`src/rtl/sram_controller.sv`:
```
// Word-wide MEM-stage port onto a 16-bit asynchronous SRAM: each 32-bit access
// becomes a low then a high half-word access, each held for WAIT_CYCLES cycles.
module sram_controller #(
  parameter int unsigned ADDR_BASE   = 1024,
  parameter int unsigned WAIT_CYCLES = 2
) (
  input  logic        clk,
  input  logic        rst,
  input  logic        MEMread,
  input  logic        MEMwrite,
  input  logic [31:0] address,
  input  logic [31:0] value,
  output logic [31:0] MEM_result,
  output logic        ready,
  output logic [17:0] SRAM_ADDR,
  output logic [15:0] SRAM_DQ_out,
  input  logic [15:0] SRAM_DQ_in,
  output logic        SRAM_DQ_oe,
  output logic        SRAM_WE_N
);

  typedef enum logic [1:0] {
    S_IDLE,
    S_LOW,
    S_HIGH,
    S_DONE
  } state_t;

  state_t      state_reg, state_next;
  logic [3:0]  cnt_reg, cnt_next;
  logic        op_wr_reg, op_wr_next;
  logic [16:0] widx_reg, widx_next;
  logic [31:0] value_reg, value_next;
  logic [15:0] lo_reg, lo_next;
  logic [15:0] hi_reg, hi_next;

  logic [17:0] sram_addr_next;
  logic [15:0] sram_dq_out_next;
  logic        sram_dq_oe_next;
  logic        sram_we_n_next;

  logic [31:0] offset;
  logic        request;
  logic        last_cycle;
  logic        drive_next;
  logic        unused_bits;

  // The word index wraps mod 2^32 before the upper bits are dropped.
  assign offset      = address - ADDR_BASE;
  assign unused_bits = ^{offset[31:19], offset[1:0]};
  assign request     = MEMread | MEMwrite;
  assign last_cycle  = (cnt_reg == 4'(WAIT_CYCLES - 1));

  always_comb begin
    state_next = state_reg;
    cnt_next   = cnt_reg;
    op_wr_next = op_wr_reg;
    widx_next  = widx_reg;
    value_next = value_reg;
    lo_next    = lo_reg;
    hi_next    = hi_reg;
    ready      = 1'b0;
    unique case (state_reg)
      S_IDLE: begin
        ready = ~request;
        if (request) begin
          op_wr_next = MEMwrite;
          widx_next  = offset[18:2];
          value_next = value;
          cnt_next   = 4'd0;
          state_next = S_LOW;
        end
      end
      S_LOW: begin
        if (last_cycle) begin
          cnt_next   = 4'd0;
          state_next = S_HIGH;
          if (!op_wr_reg) lo_next = SRAM_DQ_in;
        end else begin
          cnt_next = cnt_reg + 4'd1;
        end
      end
      S_HIGH: begin
        if (last_cycle) begin
          cnt_next   = 4'd0;
          state_next = S_DONE;
          if (!op_wr_reg) hi_next = SRAM_DQ_in;
        end else begin
          cnt_next = cnt_reg + 4'd1;
        end
      end
      S_DONE: begin
        ready      = 1'b1;
        state_next = S_IDLE;
      end
      default: state_next = S_IDLE;
    endcase
  end

  // Pad controls are decoded from the next state so they register cleanly
  // and line up exactly with the phase they belong to.
  always_comb begin
    sram_addr_next   = SRAM_ADDR;
    sram_dq_out_next = 16'h0000;
    drive_next       = 1'b0;
    if (state_next == S_LOW) begin
      sram_addr_next   = {widx_next, 1'b0};
      drive_next       = op_wr_next;
      sram_dq_out_next = op_wr_next ? value_next[15:0] : 16'h0000;
    end else if (state_next == S_HIGH) begin
      sram_addr_next   = {widx_next, 1'b1};
      drive_next       = op_wr_next;
      sram_dq_out_next = op_wr_next ? value_next[31:16] : 16'h0000;
    end
    sram_dq_oe_next = drive_next;
    sram_we_n_next  = ~drive_next;
  end

  always_ff @(posedge clk) begin
    if (rst) begin
      state_reg   <= S_IDLE;
      cnt_reg     <= 4'd0;
      op_wr_reg   <= 1'b0;
      widx_reg    <= 17'd0;
      value_reg   <= 32'd0;
      lo_reg      <= 16'h0000;
      hi_reg      <= 16'h0000;
      SRAM_ADDR   <= 18'd0;
      SRAM_DQ_out <= 16'h0000;
      SRAM_DQ_oe  <= 1'b0;
      SRAM_WE_N   <= 1'b1;
    end else begin
      state_reg   <= state_next;
      cnt_reg     <= cnt_next;
      op_wr_reg   <= op_wr_next;
      widx_reg    <= widx_next;
      value_reg   <= value_next;
      lo_reg      <= lo_next;
      hi_reg      <= hi_next;
      SRAM_ADDR   <= sram_addr_next;
      SRAM_DQ_out <= sram_dq_out_next;
      SRAM_DQ_oe  <= sram_dq_oe_next;
      SRAM_WE_N   <= sram_we_n_next;
    end
  end

  assign MEM_result = (state_reg == S_DONE && !op_wr_reg) ? {hi_reg, lo_reg} : 32'd0;

endmodule

```
`config.mk`:
```
export PLATFORM = sky130hd
export DESIGN_NAME = sram_controller
export DESIGN_NICKNAME = d
export VERILOG_FILES = /design/src/rtl/sram_controller.sv
export SDC_FILE = /design/constraint.sdc
export NUM_CORES = 1
export LEC_CHECK = 0
export ABC_CLOCK_PERIOD_IN_PS = 6200
export CORE_MARGIN = 5
export CORE_UTILIZATION = 40
export DETAILED_ROUTE_END_ITERATION = 8
export GPL_TIMING_DRIVEN = 0
export HOLD_SLACK_MARGIN = 0.02
export PLACE_DENSITY = 0.7
export SYNTH_ARGS = -nofsm -noshare
export SYNTH_HDL_FRONTEND = slang
export SYNTH_SLANG_ARGS = --single-unit
```
`constraint.sdc`:
```
create_clock -name clk -period 6.2 [get_ports clk]
set_clock_uncertainty 0.15 [all_clocks]
set_input_delay 0.62 -clock clk [delete_from_list [all_inputs] [get_ports clk]]
set_output_delay 0.62 -clock clk [all_outputs]
set_load 0.01 [all_outputs]
```
==> results.ini, run 1 <==
[finish]
antennaDiodeCount = 0
final_nets = 792
largest_reg_flops = 32
syn2layout_area_growth_pct = 43.1
nFillCells = 1116
regArea_sq_um = 2480
final_cell_mix = 137 x clkdlybuf4s50_1, 124 x dfxtp_1, 96 x nand2_1
multi_input_area_sq_um = 2190
drive_gt1_share_pct = 8.89
final_common_cell = clkdlybuf4s50_1

[setup_path]
critPathMaxStageDelay_ns = 0.55
required_ns = 5.43
start_kind = register
path_cells = ha_1 > inv_1 > nor2_1 > clkbuf_1 > and2_1 > clkdlybuf4s50_1
cpMaxStageDelayCell = clkdlybuf4s50_1
cp-end-kind = output pin
cp_max_fo = 10
crit_arrival_ns = 2.56
critPathKind = reg2out

[route]
routed_wl_um = 13600
num_vias = 4295
ant_nets = 0
routedWlPerCell_um = 15.5
drtPass1Iterations = 4
drt_iter0_markers = 219
drc = 0
viasPerCell = 4.90

[power]
cellPowerDensity_nw_per_um2 = 347
ir_drop_mv = 0.232
p_int_uw = 1740
total_power_uw = 2460
power_frac_comb_pct = 24.2
power.switching_uw = 721
p_clk_share_pct = 37.6
switching_share_pct = 29.2
p_leak_uw = 0.00282
pwr-share-seq_pct = 38.3

[clock_network]
clk_path_buf_depth = 2
cts_hold_buf = 0
cts-root-buf = clkbuf_16
clkSinkCount = 124
cts_resized = 0
post_cts_buffers = 0
cts_buffers = 17
clk_latency_ns = 0.41
tritoncts = yes
h-tree-depth = 4
clk_pin_slew_ns = 0.05

[placement]
place_ws_ns = 2.74
port_buffers = 137
hpwl_um = 10300
gp_congestion = 0.869

[logic_synthesis]
syn_nets = 636
ys_seq_elements = 124
avgSynthCellArea_sq_um = 9.20
synth_warnings = 0
synth-edff-count = 0
async_reset_ff_share_pct = 0
yosys_most_used_dff = dfxtp_1
yosysSeqAreaShare_pct = 50.0
yosys.cell_types.count = 45
syn_inst = 540
syn_area_sq_um = 4970

[sta]
fin_ws_ns = 2.87
period_needed_ns = 3.33
timing.final.crit_share_pct = 53.8
tightest_slew_ns = 0.559
rsz0062_at_grt = no
fmax_ghz = 0.300
setup_viol_count_final = 0
fin_tns_setup_ns = 0
finalHoldViolations = 0
drv_slew = 0
relSlewSlack_pct = 62.7

[grt]
track_usage_pct = 18.2
overflow = 0
grt_pass1_vias = 4366
grt_pass1_wl_um = 21300
grt_max_degree = 17
antenna_found_initial = 0

[floorplan]
pin_count = 153
rows = 40
core_sq_um = 12100
dieHeight_um = 121
die_area_sq_um = 14800
initial_core_util_pct = 41.0
die_width_um = 121

[status]
status = complete, no violations

[worst_hold_path]
hp-class = reg2reg

[flow_run]
maxCapViolCount = 0

[synthesized netlist by cell type, types with 2 or more instances]
| library cell | count | share of area, % |
|---|---|---|
| clkbuf_1 | 15 | 1.1 |
| o32ai_1 | 18 | 3.2 |
| mux2i_1 | 32 | 6.4 |
| nor2_1 | 35 | 2.6 |
| dfxtp_1 | 124 | 50 |
| or2_1 | 8 | 1.0 |
| nand4_1 | 2 | 0.25 |
| nand2_1 | 96 | 7.3 |
| buf_1 | 3 | 0.23 |
| a22o_1 | 10 | 1.8 |
| or2_2 | 8 | 1.0 |
| o21ai_0 | 8 | 0.81 |
| and2_1 | 36 | 4.5 |
| nand3_1 | 5 | 0.50 |
| nor3_1 | 8 | 0.81 |
| o31ai_1 | 7 | 1.1 |
| o21a_1 | 4 | 0.60 |
| buf_6 | 5 | 1.1 |
| a21oi_1 | 47 | 4.7 |
| nor3_2 | 2 | 0.40 |
| inv_1 | 26 | 2.0 |
| buf_4 | 5 | 0.76 |
| ha_1 | 12 | 3.0 |
| buf_2 | 3 | 0.30 |
[power groups by stage]
stage / registers, uW / clock network [uW] / logic (uW)
2_1_floorplan: 971 / 0 / 337
3_3_place_gp: 955 / 0 / 582
3_5_place_dp: 959 / 0 / 596
4_1_cts: 944 / 942 / 600
5_1_grt: 954 / 982 / 653
6_report: 943 / 926 / 595
[metal layers]
metal,up-vias,global-route usage [%],wire [um]
li1,2134,-,-
met1,2013,21.5,5980
met2,132,30.3,6430
met3,16,6.29,998
met4,0,7.14,174
met5,-,0,0
[final timing paths]
kind	start	end	slack, ns	cells past startpoint
max	state_reg[0]	MEM_result[15]	2.87	6
min	SRAM_ADDR[14]	SRAM_ADDR[14]	0.30	2
max reg2reg	state_reg[0]	SRAM_ADDR[16]	3.08	11
min reg2reg	SRAM_ADDR[14]	SRAM_ADDR[14]	0.30	2
[layout make-up]
| class | instances | share of cell area, % |
|---|---|---|
| clock buffer | 19 | 6.23 |
| tap | 168 | 2.96 |
| sequential | 124 | 34.9 |
| timing repair buffer | 137 | 19.3 |
| multi-input combinational | 358 | 30.8 |
| inverter | 26 | 1.37 |
| clock inverter | 13 | 1.67 |
| buffer | 32 | 2.76 |
[critical path: cells and delay by family, from the launching register on]
kind / cells / cell delay [ns]
DFF: 1 / 0.41
adders and majority gates: 1 / 0.18
and+or+nand+nor: 2 / 0.59
buffers and inverters: 3 / 0.97
[logic make-up (layout without fill, tap and decap cells)]
kind of cell,after synthesis,count (layout),synth area share [%]
compound gates,103,103,14.0
flops,124,124,50.0
buf+inv,58,227,5.92
fa+ha+maj,12,12,3.02
simple gates,209,209,20.3
mux,32,32,6.45
xor+xnor,2,2,0.353
[through the flow]
stage / area, sq um / utilization, % / instances / hold WS, ns
after floorplan: 4970 / - / 540 / 0.282
after global placement: 6550 / 54.1 / 845 / 0.283
after detailed placement: 6550 / 54.1 / 845 / 0.292
after CTS: 7110 / 58.7 / 877 / 0.301
after global routing: 7110 / 58.7 / 877 / 0.315
final: 7110 / 58.7 / 877 / 0.300
Note: power is estimated with default switching activity, not from simulation.
==> run 2: changes to the inputs <==
- ABC_CLOCK_PERIOD_IN_PS: 6200 -> 2750
- PLACE_DENSITY: 0.7 -> 0.73
- clock period: 6.2 -> 2.75 ns (I/O delays scaled with it)
==> run 2 against run 1 <==
Effect of this change: sequential power rose by 130%; hold slack got worse by 0.0048 ns; combinational power rose by 140%; flip-flop and latch count did not move; die area did not move; final cell count fell by 0.11%; first-iteration DRC count fell by 0.91%; highest routed layer unchanged; setup slack got worse by 2.7 ns; sequential share of layout area fell by 0.56 points; routed wire length fell by 0.33%.
==> results.ini, run 2 (synthesized netlist as in run 1, its figures left out) <==
[power]
p_clk_share_pct = 39.4
pwr-share-seq_pct = 36.5
power.switching_uw = 1730
ir_drop_mv = 0.498
p_int_uw = 4110
p_leak_uw = 0.00290
switching_share_pct = 29.6
power_frac_comb_pct = 24.1
cellPowerDensity_nw_per_um2 = 807

[sta]
tightest_slew_ns = 0.670
timing.final.crit_share_pct = 94.6
drv_slew = 0
fin_tns_setup_ns = 0
finalHoldViolations = 0
fmax_ghz = 0.384
period_needed_ns = 2.60
relSlewSlack_pct = 55.3
setup_viol_count_final = 0

[setup_path]
start_kind = register
cpMaxStageDelayCell = clkdlybuf4s50_1
worstReg2RegStart = cnt_reg[1]
cp-end-kind = output pin
required_ns = 2.33
crit_arrival_ns = 2.18
crit_start = state_reg[0]
path_cells = ha_1 > inv_1 > nor2_2 > clkbuf_4 > and2_1 > clkdlybuf4s50_1
critPathKind = reg2out
worst-path-buf-inv = 3
critPathMaxStageDelay_ns = 0.54
cp_max_fo = 10
cp_top_family = buffers and inverters

[finish]
final_common_cell = clkdlybuf4s50_1
final_cell_mix = 136 x clkdlybuf4s50_1, 122 x dfxtp_1, 94 x nand2_1
largest_reg_flops = 32
antennaDiodeCount = 0
final_nets = 791
final_area_sq_um = 7230
syn2layout_area_growth_pct = 45.6
layoutNonFillerInstCount = 876
drive_gt1_share_pct = 11.6

[grt]
antenna_found_initial = 0
grt_pass1_wl_um = 21800
track_usage_pct = 18.8
grt_max_degree = 17
grt_pass1_vias = 4558
overflow = 0

[clock_network]
cts_hold_buf = 0
tritoncts = yes
clk_path_buf_depth = 2
clkSinkCount = 124
clk_latency_ns = 0.40
cts_buffers = 17
h-tree-depth = 4
cts-root-buf = clkbuf_16
clk_pin_slew_ns = 0.06

[floorplan]
die_area_sq_um = 14800
core_sq_um = 12100
pin_count = 153
dieHeight_um = 121
initial_core_util_pct = 41.0
die_width_um = 121
rows = 40

[placement]
gp_congestion = 0.854
port_buffers = 137
hpwl_um = 10000
placed_area_sq_um = 6550
placedCellCount = 845

[route]
routed_wl_um = 13500
viasPerCell = 4.92
drt_iter0_markers = 217
routedWlPerCell_um = 15.4
num_vias = 4312
ant_nets = 0
drc = 0
drtPass1Iterations = 4

[worst_hold_path]
min_from = address[4]
hp-class = in2reg

[status]
status = complete, no violations

[flow_run]
maxCapViolCount = 0

==> run 2: changes by cell type in the layout (fill, tap and decap cells not counted), sizes merged <==
cell and delta:
inv +8, clkinv -5, clkinvlp -3, clkbuf -2, bufinv +1, clkdlybuf4s50 -1, dlygate4sd2 +1
==> run 2: power by group through the flow <==
stage / Clock (uW) / Combinational [uW] / Sequential (uW)
global route: 2420 / 1530 / 2150
floorplan: 0 / 760 / 2190
CTS: 2330 / 1390 / 2130
global placement: 0 / 1310 / 2160
detailed placement: 0 / 1340 / 2160
finish: 2300 / 1410 / 2130
==> run 2: what timing repair did <==
action	4_1_cts	5_1_grt
pin swaps	0	0
resized for setup	16	14
endpoints found under the setup margin	54	62
buffers inserted	0	0
==> run 2: final timing paths <==
check	slack (ns)	to	depth (start not counted)
worst max-delay path	0.15	MEM_result[13]	6
worst max register to register	0.15	SRAM_DQ_out[13]	10
worst min register to register	0.30	lo_reg[13]	2
worst min-delay path	0.30	widx_reg[2]	3
==> run 2: worst reg2reg max path: cells and delay by family, from the launching register on <==
| family | cells | cell delay (ns) |
|---|---|---|
| DFF | 1 | 0.33 |
| buffers and inverters | 3 | 0.32 |
| AOI/OAI and AO/OA | 2 | 0.58 |
| adders and majority gates | 2 | 0.38 |
| and+or+nand+nor | 3 | 0.73 |
==> run 2: cell type report <==
class                      count  area, sq um
timing repair buffer         137         1370
tap                          168          210
fill                        1087         4880
buffer                        31          215
clock inverter                14          171
inverter                      26         97.6
multi-input combinational    358         2250
sequential                   124         2480
clock buffer                  18          439
==> run 2: metrics by stage <==
step	setup WS [ns]	util, %	hold slack (ns)	power (uW)
6_report	0.149	59.7	0.295	5840
5_1_grt	-0.00384	59.7	0.289	6110
4_1_cts	0.0122	59.5	0.276	5850
3_5_place_dp	-0.347	54.1	0.294	3500
3_3_place_gp	-0.299	54.1	0.285	3460
2_1_floorplan	0.201	-	0.261	2950
==> run 2: layer usage <==
metal | wire (um) | vias up | global-route usage (%)
li1 | - | 2134 | -
met2 | 6740 | 122 | 32.9
met1 | 5810 | 2039 | 21.5
met4 | 154 | 0 | 5.67
met5 | 0 | - | 0
met3 | 825 | 17 | 6.48
